File: src/rtl/register_bank_writer_if.sv
// rtl/register_bank_writer_if.sv - write-back port and flattened readout of the general-purpose register bank
interface register_bank_writer_if #(
    parameter int DATA_W = 32,
    parameter int ADDR_W = 5
);
    logic                            rf_le;
    logic [ADDR_W-1:0]               rw;
    logic [DATA_W-1:0]               pw;
    logic [(1<<ADDR_W)-1:0]          le_oh;
    logic [DATA_W*(1<<ADDR_W)-1:0]   q_all;
    logic                            wr_done;
    logic [ADDR_W-1:0]               last_rw;
    logic [15:0]                     wr_count;

    modport master (
        output rf_le, rw, pw,
        input  le_oh, q_all, wr_done, last_rw, wr_count
    );

    modport slave (
        input  rf_le, rw, pw,
        output le_oh, q_all, wr_done, last_rw, wr_count
    );
endinterface

File: src/rtl/register_bank_writer.sv
// rtl/register_bank_writer.sv - one-hot decoded write side of the 32-entry register file with R0 hardwired to zero
module register_bank_writer #(
    parameter int DATA_W = 32,
    parameter int ADDR_W = 5
) (
    input  logic                  clk,
    input  logic                  reset,
    register_bank_writer_if.slave bus
);
    localparam int NREG = 1 << ADDR_W;

    logic [DATA_W-1:0] regs [1:NREG-1];
    logic              commit;

    // Bit 0 is never set, so a write to R0 is dropped before it reaches storage
    always_comb begin
        bus.le_oh = '0;
        for (int k = 1; k < NREG; k++) begin
            bus.le_oh[k] = bus.rf_le && (bus.rw == ADDR_W'(k));
        end
    end

    assign commit = |bus.le_oh;

    always_ff @(posedge clk) begin
        if (reset) begin
            for (int k = 1; k < NREG; k++) begin
                regs[k] <= '0;
            end
            bus.wr_done  <= 1'b0;
            bus.last_rw  <= '0;
            bus.wr_count <= '0;
        end else begin
            for (int k = 1; k < NREG; k++) begin
                if (bus.le_oh[k]) begin
                    regs[k] <= bus.pw;
                end
            end
            bus.wr_done <= commit;
            if (commit) begin
                bus.last_rw  <= bus.rw;
                bus.wr_count <= bus.wr_count + 16'd1;
            end
        end
    end

    assign bus.q_all[DATA_W-1:0] = '0;

    for (genvar g = 1; g < NREG; g++) begin : g_readout
        assign bus.q_all[g*DATA_W +: DATA_W] = regs[g];
    end
endmodule
File: src/flat_wrapper.sv
// flat-port wrapper written by rule: the top's interface ports become plain ports
module register_bank_writer_flat 
#(
    parameter int DATA_W = 32,
    parameter int ADDR_W = 5
)
  (clk, reset, bus_rf_le, bus_rw, bus_pw, bus_le_oh, bus_q_all, bus_wr_done, bus_last_rw, bus_wr_count);
  register_bank_writer_if #(.DATA_W(DATA_W), .ADDR_W(ADDR_W)) bus_i ();
  input  logic clk;
  input  logic reset;
  input wire logic [$bits(bus_i.rf_le)-1:0] bus_rf_le;
  input wire logic [$bits(bus_i.rw)-1:0] bus_rw;
  input wire logic [$bits(bus_i.pw)-1:0] bus_pw;
  output wire logic [$bits(bus_i.le_oh)-1:0] bus_le_oh;
  output wire logic [$bits(bus_i.q_all)-1:0] bus_q_all;
  output wire logic [$bits(bus_i.wr_done)-1:0] bus_wr_done;
  output wire logic [$bits(bus_i.last_rw)-1:0] bus_last_rw;
  output wire logic [$bits(bus_i.wr_count)-1:0] bus_wr_count;
  assign bus_i.rf_le = bus_rf_le;
  assign bus_i.rw = bus_rw;
  assign bus_i.pw = bus_pw;
  assign bus_le_oh = bus_i.le_oh;
  assign bus_q_all = bus_i.q_all;
  assign bus_wr_done = bus_i.wr_done;
  assign bus_last_rw = bus_i.last_rw;
  assign bus_wr_count = bus_i.wr_count;
  register_bank_writer #(.DATA_W(DATA_W), .ADDR_W(ADDR_W)) u_core (.clk(clk), .reset(reset), .bus(bus_i));
endmodule
File: config.mk
export PLATFORM = sky130hd
export DESIGN_NAME = register_bank_writer_flat
export DESIGN_NICKNAME = d
export VERILOG_FILES = /design/src/rtl/register_bank_writer_if.sv /design/src/rtl/register_bank_writer.sv /design/src/flat_wrapper.sv
export SDC_FILE = /design/constraint.sdc
export NUM_CORES = 1
export LEC_CHECK = 0
export ABC_CLOCK_PERIOD_IN_PS = 2200
export BUFFER_PORTS_ARGS = -buffer_cell sky130_fd_sc_hd__buf_4
export CORE_AREA = 2 2 437 439
export DETAILED_ROUTE_END_ITERATION = 10
export DIE_AREA = 0 0 439 441
export PLACE_DENSITY_LB_ADDON = 0.1
export SYNTH_ARGS = -nofsm -noshare
export SYNTH_HDL_FRONTEND = slang
export SYNTH_SLANG_ARGS = --single-unit
File: constraint.sdc
create_clock -name clk -period 2.2 [get_ports clk]
set_input_delay 0 -clock clk [delete_from_list [all_inputs] [get_ports clk]]
set_output_delay 0 -clock clk [all_outputs]
set_load 0.02 [all_outputs]
# Yosys cells after proc, flatten, opt, wreduce, memory -nomap -nowiden
# Memory sizes are Yosys's and may differ from the RTL's.
# Index checks and enable logic that the tools add are counted.
[classes] eq_ne=31 n_mux=126 reduce_logical=32 bitwise_logic=31 addsub=1
[ops] operator="2-to-1 mux 32 bit" n=31
[ops] operator="2-to-1 mux 1 bit" n=95
[ops] operator="== test 5 bit, second input constant" n=16
[ops] operator="== test 5 x 4 -> 1 bit, second input constant" n=8
[ops] operator="logical AND 1 bit" n=31
[ops] operator="OR 1 bit" n=31
[ops] operator="OR reduction 31 bit" n=1
[ops] operator="== test 5 x 3 -> 1 bit, second input constant" n=4
[ops] operator="adder 16 x 1 -> 16 bit, second input constant" n=1
[ops] operator="== test 5 x 2 -> 1 bit, second input constant" n=2
[ops] operator="== test 5 x 1 -> 1 bit, second input constant" n=1
[word_totals] ramBits=992 input_bits=40 regBits=22 output_inout_bits=1078 mem_count=1
[memory_table] name="u_core.regs" depth=31 word_bits=32 read_ports=31 rd_ports_with_merged_regs=0 wr=31 line="register_bank_writer.sv:12" text="logic [DATA_W-1:0] regs [1:NREG-1];"

# Logic depth before layout (Yosys ltp)
# Gate-level depths: netlist of run 1.
[depth] depth_word=6 depth_mapped=8

# Worst setup path before layout of run 1
# Ideal clock, no wire load.
[synth_timing] kind="in2reg" startpoint="in bus_rw[2]" endpoint="reg, netlist name u_core.regs[0][384]" n_path_buf=1 path_slack_ps=393 t_required_ps=1825 t_arrival_ps=1432 path_stages=5 cell_sequence="buf_2 > nor2b_1 > nand3_1 > nor2_1 > or2_2"
[synth_rtl] item="from (decl)" line="flat_wrapper.sv:12" text="input wire logic [$bits(bus_i.rw)-1:0] bus_rw;"

# Final worst setup path of run 1
[layout_timing] startpoint="in bus_rw[1]" endpoint="out bus_le_oh[9]"
[layout_between] elab_chain_len=2
[layout_rtl] item="== test 5 x 4 -> 1 bit" line="register_bank_writer.sv:19" text="bus.le_oh[k] = bus.rf_le && (bus.rw == ADDR_W'(k));"
[layout_rtl] item="logical AND 1 bit" line="register_bank_writer.sv:19"
[layout_rtl] item="to (decl)" line="flat_wrapper.sv:14" text="output wire logic [$bits(bus_i.le_oh)-1:0] bus_le_oh;"
# Every way passes these cells.

==> metrics.log, run 1 <==
INFO  metric max-slew-margin-rel = 0.337
INFO  metric firstDrtPassIters = 5
INFO  metric drt-initial-drc-count = 1966
INFO  metric tns = 0 ps
INFO  metric placement.cell_area = 50500 um2
INFO  metric die_area = 194000 um2
INFO  metric detailedPlacementHpwl = 134000 um
INFO  metric insertion_delay = 760 ps
INFO  metric drive_above_1_share = 0.382
INFO  metric area_of_the_mapped_netlist = 38700 um2
INFO  metric outcome = finished clean
INFO  metric fin_worst_hold_slack = 358 ps
INFO  metric type_of_element_capturing_the_critical_path = primary output
INFO  metric postSynthCellCount = 2454
INFO  metric synthesized_area_fraction_occupied_by_adder_cells = 0.000324
INFO  metric fillCellCount = 19100
INFO  metric post_cts_resize_count = 0
INFO  metric report.final.slew_viol_count = 0
INFO  metric power.density_cell_area = 888 nW/um2
INFO  metric grt_antenna_before_repair = 50
INFO  metric route.vias.total = 24400
INFO  metric drt-wirelength-per-cell = 31.8 um
INFO  metric placementRows = 160
INFO  metric place_inst = 5944
INFO  metric flop_to_flop_setup_slack = 270 ps
INFO  metric number_of_clock_buffers_inserted_by_tritoncts = 131
INFO  metric global_route_met1_usage = 0.220
INFO  metric synthSimpleGateAreaFrac = 0.182
INFO  metric top_usage_layer = met2
INFO  metric antenna_violating_nets_post_route = 0
INFO  metric critical_path.startpoint_type = primary input
INFO  metric power.leakage = 21.3 nW
INFO  metric worst_path_largest_cell_delay = 570 ps
INFO  metric gpl.final_weighted_congestion = 0.760
INFO  metric tritoncts = done
INFO  metric maxClockFrequency = 0.483 GHz
INFO  metric cts-htree-levels = 4
INFO  metric hold_path.class = primary input to flop
INFO  metric grt_pass1_vias = 24100
INFO  metric clock_tree.buffer_depth = 3
INFO  metric worst_setup_hold_path_clk_slew = 60 ps
INFO  metric cp-startpoint = bus_rw[1]
INFO  metric area.growth.synth_to_final = 42.3%
INFO  metric crit_fanout = 10
INFO  metric post_cts_buffers = 0
INFO  metric clk_root_buffer_cell = sky130_fd_sc_hd__clkbuf_16
INFO  metric synthDistinctLibCells = 40
INFO  metric grt_use_met3 = 0.0575
INFO  metric hold_viol_final = 0
INFO  metric worst_ir_drop_vdd = 0.538 mV
INFO  metric r2r_end = u_core.bus.wr_count[4]
INFO  metric design.final.nets = 3656
INFO  metric place.port_buffers = 1084
INFO  metric synth_area_per_cell = 15.8 um2
INFO  metric ys_seq_area_frac = 0.782
INFO  metric dieHeight = 441 um
INFO  metric synthXorXnorAreaFrac = 0.00113
INFO  metric remaining_design_rule_violation_count = 0
INFO  metric yosys_warnings = 0
INFO  metric vias_per_cell = 3.92
INFO  metric synth_top_family_by_area = simple AND/OR/NAND/NOR gates
INFO  metric floorplan.initialDensity = 0.204
INFO  metric cts.sink_count = 1014
INFO  metric synth_seq_cells = 1014
INFO  metric max_cap_viol_count = 0
INFO  metric synth_compound_gate_area_share = 0.00505
INFO  metric r2r-start = u_core.bus.wr_count[0]
INFO  metric io_pins = 1118
INFO  metric cp_common_cell = sky130_fd_sc_hd__buf_4
INFO  metric critical_path_arrival = 2070 ps
INFO  metric wire_length_of_the_first_global_routing_pass = 252000 um
INFO  metric postLayoutCellArea = 55000 um2
INFO  metric crit_path_end = bus_le_oh[9]
INFO  metric setup_repair_after_global_routing_missed_its_margin = no
INFO  metric worst_pin_slew = 995 ps
INFO  metric multi_input_comb_area = 7610 um2
INFO  metric final_critical_path_share_of_the_clock_period = 0.941
INFO  metric grt_overflow_total = 0
INFO  metric critPathRequiredTime = 2200 ps
INFO  metric maximum_number_of_pins_on_one_net_before_global_route_repair = 33
INFO  metric setup_viol = 0
INFO  metric asyncSetResetFlopFracSynth = 0
INFO  metric final_core_util = 0.291
INFO  metric global_route.usage.met2 = 0.363
INFO  metric synth_enable_flop_cells = 992
INFO  metric design.core.area = 189000 um2
INFO  metric detail_route.wirelength = 198000 um
INFO  metric reg2regPathDepth = 6
INFO  metric track_usage = 0.198
INFO  metric critical-path-slowest-cell = sky130_fd_sc_hd__dlygate4sd3_1
INFO  metric critPathKind = primary input to primary output
INFO  metric ff_latch_area = 30200 um2
INFO  metric die-width = 439 um
INFO  metric ys.flop_type = sky130_fd_sc_hd__edfxtp_1
INFO  metric muxShareOfSynthArea = 0.000647
INFO  metric skew = 4.45 ps
INFO  metric timing.final.crit_period = 2070 ps
INFO  metric path_cells = dlygate4sd3_1 -> buf_4 -> nor2_1 -> nand3_1 -> buf_4 -> nor2_1 -> buf_4 -> buf_4
INFO  metric final_cells = 6241
==> timing repair <==
item | CTS | global route
setup endpoints to repair | 0 | 0
hold buffers | 49 | 0
endpoints found under the hold margin | 548 | 0
==> state kept, by name (all words and copies together), names as in the netlist <==
register	flops
u_core.bus.last_rw	5
u_core.bus.wr_count	16
u_core.bus.wr_done	1
u_core.regs	992
==> stage by stage <==
step / setup slack, ps / power, mW
global route: 52.1 / 50.4
floorplan: 393 / 25.1
global placement: 9.99 / 28.6
finish: 129 / 48.8
detailed placement: 56.8 / 28.6
CTS: 42.3 / 49.6
==> placed cells by master, fill, tap and decap left out, types with 2 or more instances in the layout <==
master	instances
sky130_fd_sc_hd__nor2b_1	4
sky130_fd_sc_hd__nand4_1	2
sky130_fd_sc_hd__clkbuf_1	41
sky130_fd_sc_hd__nand2b_2	5
sky130_fd_sc_hd__clkbuf_8	2
sky130_fd_sc_hd__xor2_1	5
sky130_fd_sc_hd__diode_2	15
sky130_fd_sc_hd__clkinv_8	3
sky130_fd_sc_hd__nand2b_1	5
sky130_fd_sc_hd__inv_16	2
sky130_fd_sc_hd__and2b_1	2
sky130_fd_sc_hd__edfxtp_1	992
sky130_fd_sc_hd__buf_12	42
sky130_fd_sc_hd__dfxtp_1	22
sky130_fd_sc_hd__and3_1	2
sky130_fd_sc_hd__or4_1	9
sky130_fd_sc_hd__inv_1	8
sky130_fd_sc_hd__and4bb_2	2
sky130_fd_sc_hd__buf_4	1148
sky130_fd_sc_hd__clkinv_2	9
sky130_fd_sc_hd__and4_1	4
sky130_fd_sc_hd__and2_1	992
sky130_fd_sc_hd__bufinv_16	6
sky130_fd_sc_hd__o31ai_1	8
sky130_fd_sc_hd__clkinvlp_4	4
sky130_fd_sc_hd__o211ai_1	2
sky130_fd_sc_hd__nor2_1	37
sky130_fd_sc_hd__inv_6	6
sky130_fd_sc_hd__clkinv_1	27
sky130_fd_sc_hd__or2_2	24
sky130_fd_sc_hd__nand2_1	25
sky130_fd_sc_hd__nor3_2	23
sky130_fd_sc_hd__a21oi_1	13
sky130_fd_sc_hd__clkbuf_16	132
sky130_fd_sc_hd__dlygate4sd3_1	49
sky130_fd_sc_hd__nor2_4	5
sky130_fd_sc_hd__conb_1	33
sky130_fd_sc_hd__nand3_1	7
==> Yosys cell counts (all sizes together), types with 8 or more instances <==
| cell type | count | area share |
|---|---|---|
| and2 | 992 | 0.16 |
| edfxtp | 992 | 0.77 |
| clkbuf | 201 | 0.020 |
| buf | 42 | 0.0082 |
| nor2 | 42 | 0.0041 |
| nand2 | 25 | 0.0024 |
| or2 | 24 | 0.0039 |
| nor3 | 23 | 0.0030 |
| dfxtp | 22 | 0.011 |
| a21oi | 13 | 0.0017 |
| nand2b | 10 | 0.0016 |
| or4 | 9 | 0.0017 |
| inv | 8 | 0.00078 |
| o31ai | 8 | 0.0016 |
==> power by group <==
| part | switching, mW | total [mW] | leakage (nW) | internal [mW] |
|---|---|---|---|---|
| Combinational | 3.85 | 5.51 | 9.70 | 1.66 |
| Clock | 8.88 | 20.7 | 1.93 | 11.9 |
| Sequential | 0.363 | 22.6 | 9.64 | 22.2 |
| Total | 13.1 | 48.8 | 21.3 | 35.8 |
==> layout make-up <==
class,count,share of cell area
flip-flops and latches,1014,0.550
repair buffers,1239,0.181
multi-input cells,1221,0.138
clock buffers,175,0.0634
well taps,2511,0.0571
clock inverters,58,0.00926
diodes,15,0.000683
inverters,8,0.000546
==> logic make-up after synthesis <==
kind of cell | Yosys count
flip-flops | 1014
XOR/XNOR | 5
AND/OR/NAND/NOR | 1151
adder cells (fa/ha/maj) | 1
multiplexers | 2
AO/OA/AOI/OAI | 29
buffers and inverters | 251
other | 1
==> worst min path at each step <==
stage	start	to	cells past startpoint
finish	bus_pw[12]	u_core.regs[0][108]	3
CTS	bus_pw[12]	u_core.regs[0][108]	3
floorplan	bus_rw[0]	u_core.bus.last_rw[0]	2
global placement	bus_rw[0]	u_core.bus.last_rw[0]	3
detailed placement	bus_rw[1]	u_core.bus.last_rw[1]	3
global route	bus_pw[12]	u_core.regs[0][108]	3
==> worst max-delay path, delay by kind of cell <==
kind          cells  cell delay [ps]
simple gates      3              640
buf+inv           5             1400
==> per-layer routing <==
layer / up-vias / part of all wire
met1: 12400 / 0.37
met2: 1070 / 0.53
met4: 4 / 0.031
li1: 10700 / -
met5: - / 0.00011
met3: 215 / 0.075
(Power assumes the default switching activity.)
==> inputs of run 2 (changes only) <==
CORE_AREA = not set   (was 2 2 437 439)
CORE_ASPECT_RATIO = 0.5   (was not set)
CORE_UTILIZATION = 24   (was not set)
DIE_AREA = not set   (was 0 0 439 441)
==> metrics.log, run 2 (synthesis results as in run 1) <==
INFO  metric outcome = finished clean
INFO  metric most_common_cell_after_layout_fill_and_taps_aside = sky130_fd_sc_hd__buf_4
INFO  metric io_pins = 1118 (unchanged)
INFO  metric drive_above_1_share = 0.379 (-0.00311)
INFO  metric firstDrtPassIters = 5 (unchanged)
INFO  metric r2r-start = u_core.bus.wr_count[5]
INFO  metric detailedPlacementHpwl = 119000 um (-11%)
INFO  metric clk_root_buffer_cell = sky130_fd_sc_hd__clkbuf_16
INFO  metric route.vias.total = 24400 (-0.32%)
INFO  metric critical_path.startpoint_type = primary input
INFO  metric grt_pass1_vias = 23900 (-0.91%)
INFO  metric skew = 10.9 ps (+6.44 ps)
INFO  metric setup_repair_after_global_routing_missed_its_margin = no
INFO  metric drt-initial-drc-count = 2350 (+20%)
INFO  metric power.leakage = 20.7 nW (-2.8%)
INFO  metric holdBufCountCts = 28 (-43%)
INFO  metric fin_worst_hold_slack = 29.1 ps (-329 ps)
INFO  metric type_of_element_capturing_the_critical_path = flop
INFO  metric place.port_buffers = 1084 (unchanged)
INFO  metric max-slew-margin-rel = 0.303 (-0.0336)
INFO  metric tritoncts = done
INFO  metric placementRows = 103 (-36%)
INFO  metric fillCellCount = 15600 (-18%)
INFO  metric maximum_number_of_pins_on_one_net_before_global_route_repair = 33 (unchanged)
INFO  metric timing.final.crit_period = 2140 ps (+72.5 ps)
INFO  metric hold_path.class = primary input to flop
INFO  metric die-width = 570 um (+30%)
INFO  metric worst_pin_slew = 1050 ps (+50.4 ps)
INFO  metric die_area = 163000 um2 (-16%)
INFO  metric design.core.area = 159000 um2 (-16%)
INFO  metric insertion_delay = 680 ps (-80 ps)
INFO  metric setup_viol = 0 (unchanged)
INFO  metric grt_overflow_total = 0 (unchanged)
INFO  metric number_of_clock_buffers_inserted_by_tritoncts = 102 (-22%)
INFO  metric final_core_util = 0.335 (+0.0445)
INFO  metric worst_setup_hold_path_clk_slew = 70 ps (about the same)
INFO  metric hold_path.startpoint = bus_pw[30]
INFO  metric r2r_end = u_core.bus.wr_count[14]
INFO  metric post_cts_resize_count = 0 (unchanged)
INFO  metric area.growth.synth_to_final = 37.7%
INFO  metric reg2regPathDepth = 4 (-2)
INFO  metric final_critical_path_share_of_the_clock_period = 0.974 (+0.0330)
INFO  metric tns = 0 ps (unchanged)
INFO  metric crit_fanout = 9 (-1)
INFO  metric report.final.slew_viol_count = 0 (unchanged)
INFO  metric hold_viol_final = 0 (unchanged)
INFO  metric floorplan.initialDensity = 0.243 (+0.0391)
INFO  metric cts.sink_count = 1014 (unchanged)
INFO  metric ff_latch_area = 30200 um2 (unchanged)
INFO  metric wire_length_of_the_first_global_routing_pass = 231000 um (-8.4%)
INFO  metric cts-htree-levels = 3 (-1)
INFO  metric critPathRequiredTime = 2830 ps (+630 ps)
INFO  metric largest_reg_flops = 992 (unchanged)
INFO  metric holdPathStages = 2 (-1)
INFO  metric antenna_violating_nets_post_route = 0 (unchanged)
INFO  metric multi_input_comb_area = 7590 um2 (-0.26%)
INFO  metric critical_path_arrival = 2770 ps (+700 ps)
INFO  metric biggest_register = u_core.regs
INFO  metric drt-wirelength-per-cell = 30.8 um (-3.1%)
INFO  metric dieHeight = 286 um (-35%)
INFO  metric vias_per_cell = 4.20 (+7.3%)
INFO  metric report.power.total = 45.9 mW (-6.1%)
INFO  metric min_to = u_core.regs[0][126]
INFO  metric maxClockFrequency = 0.467 GHz (-3.4%)
INFO  metric post_cts_buffers = 0 (unchanged)
INFO  metric clock_tree.buffer_depth = 3 (unchanged)
INFO  metric layout_top_registers = u_core.regs: 992 flops, u_core.bus.wr_count: 16 flops, u_core.bus.last_rw: 5 flops
INFO  metric grt_antenna_before_repair = 35 (-30%)
INFO  metric remaining_design_rule_violation_count = 0 (unchanged)
INFO  metric worst_ir_drop_vdd = 0.607 mV (+13%)
INFO  metric flop_to_flop_setup_slack = 360 ps (+90 ps)
INFO  metric power.density_cell_area = 862 nW/um2 (-2.9%)
INFO  metric track_usage = 0.213 (+0.0141)
INFO  metric most-common-layout-cells = sky130_fd_sc_hd__buf_4, sky130_fd_sc_hd__and2_1, sky130_fd_sc_hd__edfxtp_1, sky130_fd_sc_hd__clkbuf_16, sky130_fd_sc_hd__nor2_1
INFO  metric max_cap_viol_count = 0 (unchanged)
INFO  metric gpl.final_weighted_congestion = 0.791 (+4.2%)
INFO  metric detail_route.wirelength = 179000 um (-9.9%)
INFO  metric design.final.nets = 3584 (-2.0%)
INFO  metric critPathKind = primary input to flop
-- run 2: area by class of cell --
class / count / share of cell area
flip-flops and latches: 1014 / 0.568
inverters: 8 / 0.000564
clock buffers: 125 / 0.0504
repair buffers: 1196 / 0.175
diodes: 24 / 0.00113
well taps: 2152 / 0.0506
clock inverters: 60 / 0.0112
multi-input cells: 1221 / 0.143
-- run 2: where the power goes --
| part | total [mW] | switching, mW | internal, mW |
|---|---|---|---|
| registers | 22.6 | 0.361 | 22.2 |
| clock network | 18.0 | 8.09 | 9.94 |
| logic | 5.26 | 3.68 | 1.58 |
-- run 2: worst max path at each step --
stage / slack, ps / depth (start not counted) / startpoint / end
detailed placement: 60 / 5 / bus_rw[2] / u_core.regs[1][399]
floorplan: 390 / 5 / bus_rw[2] / u_core.regs[0][384]
global placement: 40 / 7 / bus_rw[2] / u_core.regs[1][424]
CTS: 120 / 8 / bus_rw[4] / u_core.bus.last_rw[1]
global route: 0.4 / 8 / bus_rw[4] / u_core.bus.last_rw[1]
finish: 60 / 8 / bus_rw[4] / u_core.bus.last_rw[2]
-- run 2: through the flow --
stage               instance area [um2]  worst slack [ps]  std cells
finish                            53200              56.8       5800
global route                      53200             0.357       5776
floorplan                         38800               393       2486
detailed placement                49600              57.8       5563
global placement                  49600              36.8       5563
CTS                               53200               118       5776
-- run 2: critical path: stages --
cell and delay (ps):
sky130_fd_sc_hd__dlygate4sd3_1 570, sky130_fd_sc_hd__buf_4 180, sky130_fd_sc_hd__or4_1 700, sky130_fd_sc_hd__o21ai_4 360
sky130_fd_sc_hd__buf_4 220, sky130_fd_sc_hd__nand2_1 60, sky130_fd_sc_hd__a21oi_1 120, sky130_fd_sc_hd__dlygate4sd3_1 560
-- run 2: routing by layer --
metal | wire length (um) | vias to the layer above | GRT usage
met4 | 5330 | 0 | 0.0630
met5 | 0 | - | 0
li1 | - | 10600 | -
met2 | 99100 | 860 | 0.411
met1 | 64900 | 12800 | 0.238
met3 | 9350 | 190 | 0.0335
